**src/rtl/pe_pkg.sv**
```systemverilog
// Shared definitions for the systolic PE array: feeder state encoding,
// default element width and the element slice helper used by array, feeder and collector.
package pe_pkg;

  localparam int PE_DATA_WIDTH = 32;

  typedef enum logic [1:0] {
    ST_IDLE   = 2'd0,
    ST_STREAM = 2'd1,
    ST_DRAIN  = 2'd2
  } pe_state_e;

  // LSB of row r's element inside a packed ROWS*width vector.
  function automatic int elem_lsb(input int row, input int width);
    return row * width;
  endfunction

endpackage

```
**src/rtl/pe_vec_fifo.sv**
```systemverilog
// Circular vector buffer for the row feeder; pointers carry one extra wrap bit
// so full and empty are distinguished and fill level is a plain subtraction.
module pe_vec_fifo
  import pe_pkg::*;
#(
  parameter int WIDTH = 4 * PE_DATA_WIDTH,
  parameter int DEPTH = 8
) (
  input  logic                     PE_clk,
  input  logic                     PE_rst_n,
  input  logic                     i_wr,
  input  logic [WIDTH-1:0]         i_wdata,
  input  logic                     i_rd,
  output logic [WIDTH-1:0]         o_rdata,
  output logic [$clog2(DEPTH):0]   o_fill,
  output logic                     o_full,
  output logic                     o_empty
);

  localparam int AW = $clog2(DEPTH);

  logic [WIDTH-1:0] r_mem [DEPTH];
  logic [AW:0]      r_wptr;
  logic [AW:0]      r_rptr;
  logic             w_do_wr;
  logic             w_do_rd;

  assign w_do_wr = i_wr && !o_full;
  assign w_do_rd = i_rd && !o_empty;

  always_ff @(posedge PE_clk or negedge PE_rst_n) begin
    if (!PE_rst_n) begin
      r_wptr <= '0;
      r_rptr <= '0;
    end else begin
      if (w_do_wr) r_wptr <= r_wptr + 1'b1;
      if (w_do_rd) r_rptr <= r_rptr + 1'b1;
    end
  end

  // Storage is not reset: contents are only observable through valid pointers.
  always_ff @(posedge PE_clk) begin
    if (w_do_wr) r_mem[r_wptr[AW-1:0]] <= i_wdata;
  end

  assign o_fill  = r_wptr - r_rptr;
  assign o_full  = (o_fill == (AW+1)'(DEPTH));
  assign o_empty = (r_wptr == r_rptr);
  assign o_rdata = r_mem[r_rptr[AW-1:0]];

endmodule

```
**src/rtl/pe_row_feeder.sv**
```systemverilog
// Buffers activation vectors and streams them into the PE array's left edge,
// skewing row r by r cycles so operands meet the column partial sums on time.
module pe_row_feeder
  import pe_pkg::*;
#(
  parameter int DATA_WIDTH = PE_DATA_WIDTH,
  parameter int ROWS       = 4,
  parameter int DEPTH      = 8
) (
  input  logic                         PE_clk,
  input  logic                         PE_rst_n,
  input  logic                         in_valid,
  output logic                         in_ready,
  input  logic [ROWS*DATA_WIDTH-1:0]   in_data,
  input  logic                         start,
  output logic                         busy,
  output logic                         done,
  output logic [$clog2(DEPTH):0]       fill_level,
  output logic [ROWS-1:0]              feed_en,
  output logic [ROWS*DATA_WIDTH-1:0]   feed_data
);

  localparam int VW = ROWS * DATA_WIDTH;
  localparam int FW = $clog2(DEPTH) + 1;
  localparam int CW = (ROWS > 1) ? $clog2(ROWS) : 1;

  // Handshake: a vector is taken on a rising edge where in_valid && in_ready;
  // in_ready is only offered in IDLE with space left, in_valid is ignored otherwise.

  pe_state_e       r_state;
  logic [CW-1:0]   r_drain_cnt;
  logic            r_done;
  logic            r_busy;
  logic            r_rdy_en;

  logic            w_wr;
  logic            w_pop;
  logic            w_full;
  logic            w_empty;
  logic [VW-1:0]   w_head;
  logic [FW-1:0]   w_fill;

  assign in_ready   = r_rdy_en && (r_state == ST_IDLE) && !w_full;
  assign w_wr       = in_valid && in_ready;
  assign w_pop      = (r_state == ST_STREAM) && !w_empty;
  assign busy       = r_busy;
  assign done       = r_done;
  assign fill_level = w_fill;

  pe_vec_fifo #(
    .WIDTH (VW),
    .DEPTH (DEPTH)
  ) u_fifo (
    .PE_clk   (PE_clk),
    .PE_rst_n (PE_rst_n),
    .i_wr     (w_wr),
    .i_wdata  (in_data),
    .i_rd     (w_pop),
    .o_rdata  (w_head),
    .o_fill   (w_fill),
    .o_full   (w_full),
    .o_empty  (w_empty)
  );

  always_ff @(posedge PE_clk or negedge PE_rst_n) begin
    if (!PE_rst_n) begin
      r_state     <= ST_IDLE;
      r_drain_cnt <= '0;
      r_done      <= 1'b0;
      r_busy      <= 1'b0;
      r_rdy_en    <= 1'b0;
    end else begin
      r_rdy_en <= 1'b1;
      r_done   <= 1'b0;
      case (r_state)
        ST_IDLE: begin
          // A write landing on the start edge belongs to the batch.
          if (start) begin
            if ((w_fill != '0) || w_wr) begin
              r_state <= ST_STREAM;
              r_busy  <= 1'b1;
            end else begin
              r_done  <= 1'b1;
            end
          end
        end
        ST_STREAM: begin
          if (w_fill <= FW'(1)) begin
            r_state     <= ST_DRAIN;
            r_drain_cnt <= CW'(ROWS - 1);
          end
        end
        ST_DRAIN: begin
          if (r_drain_cnt == '0) begin
            r_state <= ST_IDLE;
            r_busy  <= 1'b0;
            r_done  <= 1'b1;
          end else begin
            r_drain_cnt <= r_drain_cnt - 1'b1;
          end
        end
        default: begin
          r_state <= ST_IDLE;
          r_busy  <= 1'b0;
        end
      endcase
    end
  end

  // Row r: stage 0 captures the popped element, then r more stages of delay.
  for (genvar gr = 0; gr < ROWS; gr++) begin : g_row
    logic [gr:0]           r_v;
    logic [DATA_WIDTH-1:0] r_d [0:gr];

    always_ff @(posedge PE_clk or negedge PE_rst_n) begin
      if (!PE_rst_n) begin
        r_v <= '0;
        for (int j = 0; j <= gr; j++) r_d[j] <= '0;
      end else begin
        r_v[0] <= w_pop;
        if (w_pop) r_d[0] <= w_head[elem_lsb(gr, DATA_WIDTH) +: DATA_WIDTH];
        // Data only advances behind a valid so the output holds its last element.
        for (int j = 1; j <= gr; j++) begin
          r_v[j] <= r_v[j-1];
          if (r_v[j-1]) r_d[j] <= r_d[j-1];
        end
      end
    end

    assign feed_en[gr]                                   = r_v[gr];
    assign feed_data[gr*DATA_WIDTH +: DATA_WIDTH]        = r_d[gr];
  end

endmodule

```
**config.mk**
```make
export PLATFORM = sky130hd
export DESIGN_NAME = pe_row_feeder
export DESIGN_NICKNAME = d
export VERILOG_FILES = /design/src/rtl/pe_pkg.sv /design/src/rtl/pe_vec_fifo.sv /design/src/rtl/pe_row_feeder.sv
export SDC_FILE = /design/constraint.sdc
export NUM_CORES = 1
export LEC_CHECK = 0
export BUFFER_PORTS_ARGS = -buffer_cell sky130_fd_sc_hd__buf_2
export CAP_MARGIN = 20
export CORE_ASPECT_RATIO = 0.5
export CORE_UTILIZATION = 45
export CTS_BUF_LIST = sky130_fd_sc_hd__clkbuf_16
export CTS_CLUSTER_DIAMETER = 100
export DETAILED_ROUTE_END_ITERATION = 8
export SYNTH_ARGS = -nofsm -noshare
export SYNTH_HDL_FRONTEND = slang
export SYNTH_SLANG_ARGS = --single-unit
export TNS_END_PERCENT = 30
```
**constraint.sdc**
```tcl
create_clock -name PE_clk -period 11.9 [get_ports PE_clk]
set_input_delay 0.595 -clock PE_clk [delete_from_list [all_inputs] [get_ports PE_clk]]
set_output_delay 0.595 -clock PE_clk [all_outputs]
set_load 0.005 [all_outputs]
```
==> impl_metrics.env, run 1 <==
export IMPL_synth_simple_area_share=0.0324
export IMPL_crit_top_cell="buf_4"
export IMPL_finalWeightedCongestion=0.714
export IMPL_synth_xor_area_frac=0.00136
export IMPL_finalNonFillerCells=4460
export IMPL_ioPinCount=271
export IMPL_numClockSinks=1363
export IMPL_synth_most_common_cell="edfxtp_1"
export IMPL_cp_slowest_stage_delay_ns=0.86
export IMPL_insertion_delay_ns=0.71
export IMPL_yosysWarnings=0
export IMPL_fillers=9059
export IMPL_numCtsBuffers=119
export IMPL_routed_wl_mm=108
export IMPL_fin_nets=2979
export IMPL_synthToLayoutAreaGrowth_pct=12.0
export IMPL_crit_chain="inv_6, ha_1, and3b_1, or3_4, nand3_4, nand3_2, nor2_4, buf_4, buf_4"
export IMPL_synth_seq_area_share=0.762
export IMPL_path_class="flip-flop to flip-flop"
export IMPL_syn_area_um2=51500
export IMPL_muxShareOfSynthArea=0.154
export IMPL_route_detailed_wl_per_inst_um=24.2
export IMPL_relSlewSlack=0.249
export IMPL_synthFlopType="edfxtp_1"
export IMPL_ctsLongestPathBuffers=3
export IMPL_rows=87
export IMPL_finalSetupViolations=0
export IMPL_tritoncts="done"
export IMPL_cp_top_family="buffers and inverters"
export IMPL_finalMaxSlewViolations=0
export IMPL_port_buffers=270
export IMPL_cp_buffers_inverters=3
export IMPL_drc=0
export IMPL_ctsResizeCount=0
export IMPL_grt_pass1_vias=24800
export IMPL_path_max_fanout=63
export IMPL_status="finished clean"
export IMPL_layout_min_cycle_time_ns=5.75
export IMPL_dr_pass1_iters=5
export IMPL_antenna_found_initial=15
export IMPL_fmax_mhz=174
export IMPL_drt_iter0_drc=1513
export IMPL_cts_max_level=3
export IMPL_synth_top_family_by_area="multiplexers"
export IMPL_critPathSlowestCell="nor2_4"
export IMPL_num_vias=24100
export IMPL_coreArea_um2=113000
export IMPL_die_w_um=480
export IMPL_rsz0062_at_grt="no"
export IMPL_synth_edf_count=1024
export IMPL_cts_clk_slew_worst_paths_ns=0.07
export IMPL_grt_usage=0.189
export IMPL_post_route_util=0.510
export IMPL_grt_max_degree=182
export IMPL_cts_root_buf="clkbuf_16"
export IMPL_yosys_top_cells_count="1024 x edfxtp_1, 339 x dfrtp_1, 265 x nand2_1"
export IMPL_grt_pass1_wl_mm=162
export IMPL_die_y_um=241
export IMPL_ant_nets=0
export IMPL_dpl_hpwl_mm=57.4
export IMPL_startpoint_type="flip-flop"
export IMPL_overflow=0
export IMPL_syn_inst=2644
export IMPL_drv_cap=0
export IMPL_synth_top_area_cell="edfxtp_1"
export IMPL_vdd_drop_max_uv=245
export IMPL_synth_adder_area_share=0.00185
export IMPL_ys_ff_latch=1363
export IMPL_async_reset_ff_frac=0.249
export IMPL_synth_fp_nets=2783
export IMPL_period_share=0.483
export IMPL_hold_viol_final=0
export IMPL_crit_required_ns=12.23
export IMPL_tns_ns=0
export IMPL_arrival_ns=6.08
export IMPL_synth_area_top_cells="edfxtp_1 60%, dfrtp_1 16%, mux4_2 11%"
export IMPL_p_leak_nw=19.8
export IMPL_p_per_area_nw_per_um2=246
export IMPL_avgSynthCellArea_um2=19.5
export IMPL_tightest_slew_ns=1.13
export IMPL_drive_above_1_share=0.328
export IMPL_skew_ns=0.0228
export IMPL_viasPerCell=5.41
export IMPL_dp_cells=4229
export IMPL_synth_cell_type_count=40
export IMPL_synth_top_area_frac=0.597
export IMPL_cp_end_kind="flip-flop"
export IMPL_dieArea_um2=116000
export IMPL_hold_path_class="input pin to flip-flop"
export IMPL_initial_core_util=0.455
export IMPL_synth_compound_area_frac=0.0176
## report_power, final
| group | total (mW) | switching [mW] | internal (mW) | leakage, nW |
|---|---|---|---|---|
| Clock | 3.90 | 1.71 | 2.20 | 2.01 |
| Combinational | 3.76 | 1.93 | 1.83 | 4.76 |
| Sequential | 6.51 | 0.593 | 5.92 | 13.0 |
| Total | 14.2 | 4.23 | 9.95 | 19.8 |
## cells by family (layout without fill, tap and decap cells)
family                   count (synthesis)  after routing
AO/OA/AOI/OAI                          145            145
XOR/XNOR                                 8              8
adder cells (fa/ha/maj)                  7              7
buffers and inverters                  247            546
flip-flops                            1363           1363
multiplexers                           449            449
other                                    1              5
AND/OR/NAND/NOR                        424            424
## through the flow
step	setup WS (ns)	power, mW	instance area [um^2]	hold slack (ns)
final	6.15	14.2	57700	0.145
after global routing	5.81	14.9	57700	0.114
after CTS	5.94	14.4	57600	0.0905
after detailed placement	5.98	10.5	53600	0.488
after global placement	5.98	10.4	53600	0.482
after floorplan	0.362	9.50	51500	0.299
## placed cells by master (no fill, tap or decap), types with 8 or more instances in the layout
cell type   count
inv_1          28
clkinv_1       24
bufinv_16      15
buf_2         269
nor2_1        133
edfxtp_1     1024
a31oi_1       128
clkinv_2       26
clkinvlp_4      8
mux2_2        192
mux4_2        256
nand2_1       265
buf_4          35
dfrtp_1       333
clkbuf_16     123
## final cells by class
type	count	area [um^2]	area share
diodes	4	10.0	0.000174
clock buffers	123	3080	0.0534
clock inverters	101	878	0.0152
inverters	11	51.3	0.000890
multi-input cells	1034	10800	0.186
flip-flops and latches	1363	39300	0.681
well taps	1513	1890	0.0328
repair buffers	311	1750	0.0303
## timing repair
item / 4_1_cts / 5_1_grt
hold buffers: 1 / 0
setup endpoints to repair: 0 / 0
setup buffers: 0 / 0
endpoints found under the hold margin: 89 / 0
## state kept, by name, summed over array words and instances, names as in the netlist
| register | count |
|---|---|
| u_fifo.r_rptr | 4 |
| g_row.r_v | 4 |
| done | 1 |
| u_fifo.r_wptr | 4 |
| g_row.r_d | 224 |
| feed_data | 96 |
| r_drain_cnt | 2 |
| r_state | 2 |
| busy | 1 |
| u_fifo.r_mem | 1024 |
| r_rdy_en | 1 |
## per-layer routing
layer | vias up | routed length [um] | GRT usage | part of all wire
met4 | 4 | 1890 | 0.0458 | 0.018
met3 | 147 | 3810 | 0.0282 | 0.035
li1 | 10600 | - | - | -
met5 | - | 26 | 0 | 0.00024
met2 | 431 | 54100 | 0.319 | 0.50
met1 | 12900 | 47900 | 0.260 | 0.44
## final timing paths
path / start / endpoint / slack (ns) / depth (start not counted)
worst max-delay path: u_fifo.r_rptr[2]$_DFFE_PN0P_ / u_fifo.r_mem[4][7]$_DFFE_PP_ / 6.15 / 9
worst min-delay path: in_data[92] / u_fifo.r_mem[3][92]$_DFFE_PP_ / 0.14 / 1
worst max register to register: u_fifo.r_rptr[2]$_DFFE_PN0P_ / u_fifo.r_mem[4][7]$_DFFE_PP_ / 6.15 / 9
worst min register to register: g_row[2].r_d[58]$_DFFE_PN0P_ / feed_data[90]$_DFFE_PN0P_ / 0.50 / 1
max in group asynchronous: PE_rst_n / g_row[3].r_v[1]$_DFF_PN0_ / 9.26 / 4
min in group asynchronous: PE_rst_n / g_row[0].r_d[18]$_DFFE_PN0P_ / 0.52 / 2
## worst register-to-register path: stages (launching register included)
cell and delay, ns:
dfrtp_4 0.70, inv_6 0.62, ha_1 0.44, and3b_1 0.23, or3_4 0.41, nand3_4 0.14, nand3_2 0.21, nor2_4 0.86
buf_4 0.88, buf_4 0.86
No activity file was read; power rests on OpenSTA's default activity.
==> run 2, diff against run 1 <==
==> constraint.sdc (replaced) <==
create_clock -name PE_clk -period 5.65 [get_ports PE_clk]
set_input_delay 0.2825 -clock PE_clk [delete_from_list [all_inputs] [get_ports PE_clk]]
set_output_delay 0.2825 -clock PE_clk [all_outputs]
set_load 0.005 [all_outputs]
==> impl_metrics.env, run 2 (synthesized netlist as in run 1, its figures left out) <==
export IMPL_tightest_slew_ns=1.13
export IMPL_skew_ns=0.0239
export IMPL_p_leak_nw=20.4
export IMPL_drive_above_1_share=0.310
export IMPL_drv_cap=0
export IMPL_synthToLayoutAreaGrowth_pct=14.5
export IMPL_cp_top_family="simple AND/OR/NAND/NOR gates"
export IMPL_crit_chain="inv_6, ha_1, and3b_1, or3_4, nand3_4, nand3_2, nor3_4, buf_8, buf_12"
export IMPL_numCtsBuffers=120
export IMPL_postCtsSetupBuffers=0
export IMPL_overflow=0
export IMPL_drt_iter0_drc=1674
export IMPL_drc=0
export IMPL_dpl_hpwl_mm=57.9
export IMPL_route_detailed_wl_per_inst_um=23.5
export IMPL_vdd_drop_max_uv=501
export IMPL_fmax_mhz=257
export IMPL_layout_setup_ws_ns=1.76
export IMPL_cp_buffers_inverters=3
export IMPL_pwr_share_comb=0.272
export IMPL_relSlewSlack=0.250
export IMPL_cp_end_kind="flip-flop"
export IMPL_met3_length_mm=4.03
export IMPL_hold_path_class="input pin to flip-flop"
export IMPL_die_w_um=480
export IMPL_final_common_cell="edfxtp_1"
export IMPL_ctsLongestPathBuffers=3
export IMPL_numClockSinks=1363
export IMPL_status="finished clean"
export IMPL_layout_common_cells="1024 x edfxtp_1, 333 x dfrtp_1, 269 x buf_2"
export IMPL_coreArea_um2=113000
export IMPL_finalMaxSlewViolations=0
export IMPL_dieArea_um2=116000
export IMPL_dr_wl_met2_mm=54.3
export IMPL_finalNonFillerCells=4600
export IMPL_p_int_mw=20.8
export IMPL_dr_pass1_iters=7
export IMPL_post_place_ws_ns=1.74
export IMPL_port_buffers=270
export IMPL_crit_required_ns=6.05
export IMPL_cts_clk_slew_worst_paths_ns=0.07
export IMPL_path_class="flip-flop to flip-flop"
export IMPL_hold_viol_final=0
export IMPL_grt_pass1_vias=25300
export IMPL_ant_nets=0
export IMPL_pwr_share_seq=0.462
export IMPL_ioPinCount=271
export IMPL_antenna_found_initial=6
export IMPL_largest_reg_flops=1024
export IMPL_rsz0062_at_grt="no"
export IMPL_grt_usage=0.189
export IMPL_routed_wl_mm=108
export IMPL_num_vias=24600
export IMPL_fin_nets=3121
export IMPL_switching_share=0.300
export IMPL_power_mw=29.7
export IMPL_grt_pass1_wl_mm=163
export IMPL_period_share=0.689
export IMPL_viasPerCell=5.35
export IMPL_cts_root_buf="clkbuf_16"
export IMPL_arrival_ns=4.29
export IMPL_grt_max_degree=174
export IMPL_p_per_area_nw_per_um2=503
export IMPL_insertion_delay_ns=0.72
export IMPL_top_layer="met5"
export IMPL_cts_max_level=3
export IMPL_dp_cells=4243
export IMPL_initial_core_util=0.455
export IMPL_cp_slowest_stage_delay_ns=0.78
export IMPL_pwr_share_clk=0.266
export IMPL_startpoint_type="flip-flop"
export IMPL_tritoncts="done"
export IMPL_rows=87
export IMPL_critPathSlowestCell="dfrtp_4"
export IMPL_finalWeightedCongestion=0.746
export IMPL_die_y_um=241
export IMPL_path_max_fanout=33
export IMPL_layout_min_cycle_time_ns=3.89
export IMPL_switching_power_mw=8.90
export IMPL_wl_met1_mm=47.2
export IMPL_finalSetupViolations=0
-- run 2: worst reg2reg max path, delay by kind of cell (launching register included) --
family	cells	cell delay, ns
adders and majority gates	1	0.42
buffers and inverters	3	0.68
DFF	1	0.78
and+or+nand+nor	5	1.69
-- run 2: what timing repair did --
item | CTS | global route
endpoints found under the hold margin | 1118 | 0
hold buffers | 130 | 0
resized for setup | 0 | 0
-- run 2: final timing paths --
path / startpoint / endpoint / slack [ns] / depth (start not counted)
worst max-delay path: u_fifo.r_rptr[2]$_DFFE_PN0P_ / u_fifo.r_mem[0][120]$_DFFE_PP_ / 1.76 / 9
worst min-delay path: in_valid / busy$_DFFE_PN0P_ / 0.09 / 5
worst max register to register: u_fifo.r_rptr[2]$_DFFE_PN0P_ / u_fifo.r_mem[0][120]$_DFFE_PP_ / 1.76 / 9
worst min register to register: g_row[3].r_d[66]$_DFFE_PN0P_ / g_row[3].r_d[34]$_DFFE_PN0P_ / 0.49 / 1
max in group asynchronous: PE_rst_n / g_row[0].r_d[30]$_DFFE_PN0P_ / 4.16 / 3
min in group asynchronous: PE_rst_n / feed_data[84]$_DFFE_PN0P_ / 0.22 / 2
-- run 2: cell type report --
cell class                 count  area, um^2
sequential                  1363       39300
timing repair buffer         452        3250
inverter                      11        51.3
clock buffer                 124        3100
antenna                        2        5.00
fill                        8960       54100
tap                         1513        1890
clock inverter               101         659
multi-input combinational   1034       10800
-- run 2: stage by stage --
| step | hold slack, ns | instance area [um^2] | utilization | setup TNS, ns |
|---|---|---|---|---|
| 6_report | 0.0858 | 59000 | 0.522 | 0 |
| 4_1_cts | 0.0314 | 59000 | 0.521 | 0 |
| 3_3_place_gp | 0.398 | 53900 | 0.477 | 0 |
| 5_1_grt | 0.0833 | 59000 | 0.522 | 0 |
| 3_5_place_dp | 0.405 | 53900 | 0.477 | 0 |
| 2_1_floorplan | -0.0131 | 51500 | - | -160.97 |
-- run 2: power by group through the flow --
stage / combinational, mW / sequential (mW) / clock, mW
finish: 8.07 / 13.7 / 7.90
global route: 8.91 / 13.9 / 8.44
CTS: 8.27 / 13.7 / 8.07
detailed placement: 8.18 / 14.0 / 0
global placement: 8.09 / 13.9 / 0
floorplan: 6.77 / 13.2 / 0
-- run 2: layer usage --
| layer | vias up | track usage |
|---|---|---|
| li1 | 10900 | - |
| met1 | 13100 | 0.261 |
| met2 | 430 | 0.315 |
| met3 | 149 | 0.0309 |
| met4 | 6 | 0.0516 |
| met5 | - | 0 |
==> run 3, diff against run 2 <==
==> constraint.sdc (replaced) <==
create_clock -name PE_clk -period 3.25 [get_ports PE_clk]
set_input_delay 0.1625 -clock PE_clk [delete_from_list [all_inputs] [get_ports PE_clk]]
set_output_delay 0.1625 -clock PE_clk [all_outputs]
set_load 0.005 [all_outputs]
==> impl_metrics.env, run 3 (synthesized netlist as in run 1, its figures left out) <==
export IMPL_skew_ns=0.0314
export IMPL_port_buffers=270
export IMPL_startpoint_type="flip-flop"
export IMPL_reg2regPathDepth=9
export IMPL_final_common_cell="edfxtp_1"
export IMPL_ctsLongestPathBuffers=3
export IMPL_path_class="flip-flop to output pin"
export IMPL_cts_clk_slew_worst_paths_ns=0.07
export IMPL_cts_root_buf="clkbuf_16"
export IMPL_dr_pass1_iters=5
export IMPL_tightest_slew_ns=1.31
export IMPL_p_per_area_nw_per_um2=880
export IMPL_overflow=0
export IMPL_arrival_ns=2.88
export IMPL_layout_common_cells="1024 x edfxtp_1, 332 x dfrtp_1, 269 x buf_2"
export IMPL_dpl_hpwl_mm=65.4
export IMPL_routed_wl_mm=110
export IMPL_relSlewSlack=0.124
export IMPL_rsz0062_at_grt="no"
export IMPL_period_share=0.938
export IMPL_dieArea_um2=116000
export IMPL_viasPerCell=5.38
export IMPL_stdcell_area_um2=59800
export IMPL_power_mw=52.6
export IMPL_grt_pass1_wl_mm=166
export IMPL_drv_cap=0
export IMPL_path_max_fanout=6
export IMPL_hold_viol_final=0
export IMPL_cp_end_kind="output pin"
export IMPL_numCtsBuffers=119
export IMPL_finalMaxSlewViolations=0
export IMPL_layout_min_cycle_time_ns=3.05
export IMPL_cts_max_level=3
export IMPL_p_leak_nw=20.7
export IMPL_grt_max_degree=165
export IMPL_status="finished clean"
export IMPL_insertion_delay_ns=0.71
export IMPL_num_vias=24900
export IMPL_drt_iter0_drc=1765
export IMPL_numClockSinks=1363
export IMPL_largest_reg_flops=1024
export IMPL_fin_nets=3149
export IMPL_drc=0
export IMPL_synthToLayoutAreaGrowth_pct=16.2
export IMPL_postCtsSetupBuffers=0
export IMPL_crit_required_ns=3.09
export IMPL_rows=87
export IMPL_tritoncts="done"
export IMPL_antenna_found_initial=5
export IMPL_ioPinCount=271
export IMPL_die_y_um=241
export IMPL_finalNonFillerCells=4629
export IMPL_finalWeightedCongestion=0.766
export IMPL_grt_pass1_vias=25900
export IMPL_vdd_drop_max_uv=988
export IMPL_initial_core_util=0.455
export IMPL_dp_cells=4272
export IMPL_hold_path_class="input pin to flip-flop"
export IMPL_finalSetupViolations=0
export IMPL_die_w_um=480
export IMPL_fmax_mhz=328
export IMPL_ant_nets=0
export IMPL_drive_above_1_share=0.326
export IMPL_hold_path_depth=5
export IMPL_route_detailed_wl_per_inst_um=23.7
export IMPL_grt_usage=0.192
export IMPL_dpl_cell_area_um2=54500
export IMPL_coreArea_um2=113000
-- run 3: repair_timing --
action                                 in CTS  in global routing
endpoints found under the hold margin    1099                  0
setup endpoints to repair                   0                  8
gates resized for setup                     0                  1
hold buffers                              130                  0
-- run 3: worst max-delay path: stages, from the launching register on --
cell and delay, ns:
dfrtp_2 0.43, inv_1 0.12, ha_1 0.22, fa_1 0.39, xor2_1 0.19, and3_2 0.23
nand3_4 0.14, and3_2 0.32, buf_2 0.14
-- run 3: cell type report --
cell class	instances	area, um^2
tap	1513	1890
timing repair buffer	481	3830
antenna	1	2.50
fill	8888	53300
inverter	11	53.8
clock buffer	124	3100
clock inverter	102	876
sequential	1363	39300
multi-input combinational	1034	10800
-- run 3: final timing paths --
kind                                         startpoint                            end  slack, ns
min in group asynchronous                      PE_rst_n   g_row[0].r_d[15]$_DFFE_PN0P_       0.09
min reg2reg                g_row[3].r_d[54]$_DFFE_PN0P_     feed_data[118]$_DFFE_PN0P_       0.50
max reg2reg                u_fifo.r_wptr[0]$_DFFE_PN0P_  u_fifo.r_mem[0][73]$_DFFE_PP_       0.22
min                                            in_valid               busy$_DFFE_PN0P_       0.04
max in group asynchronous                      PE_rst_n      g_row[3].r_v[0]$_DFF_PN0_       2.14
max                        u_fifo.r_wptr[0]$_DFFE_PN0P_                       in_ready       0.20
-- run 3: metal layers --
| metal | GRT usage | vias up | routed length [um] |
|---|---|---|---|
| met5 | 0 | - | 54 |
| met4 | 0.0393 | 8 | 1560 |
| met3 | 0.0290 | 119 | 3720 |
| met2 | 0.326 | 385 | 55900 |
| met1 | 0.266 | 13400 | 48500 |
| li1 | - | 11000 | - |
-- run 3: metrics by stage --
stage	util	TNS, ns	setup WS [ns]	hold slack (ns)
2_1_floorplan	-	-1353.12	-2.15	-0.133
3_3_place_gp	0.482	0	0.158	0.258
3_5_place_dp	0.482	0	0.199	0.264
4_1_cts	0.529	0	0.0660	0.00504
5_1_grt	0.529	0	0.0458	0.0251
6_report	0.529	0	0.203	0.0415
-- run 3: report_power, final --
| group | total [mW] | internal [mW] | switching (mW) |
|---|---|---|---|
| registers | 23.5 | 21.7 | 1.83 |
| clock network | 14.3 | 8.09 | 6.24 |
| logic | 14.8 | 7.13 | 7.67 |
| total | 52.6 | 36.9 | 15.7 |
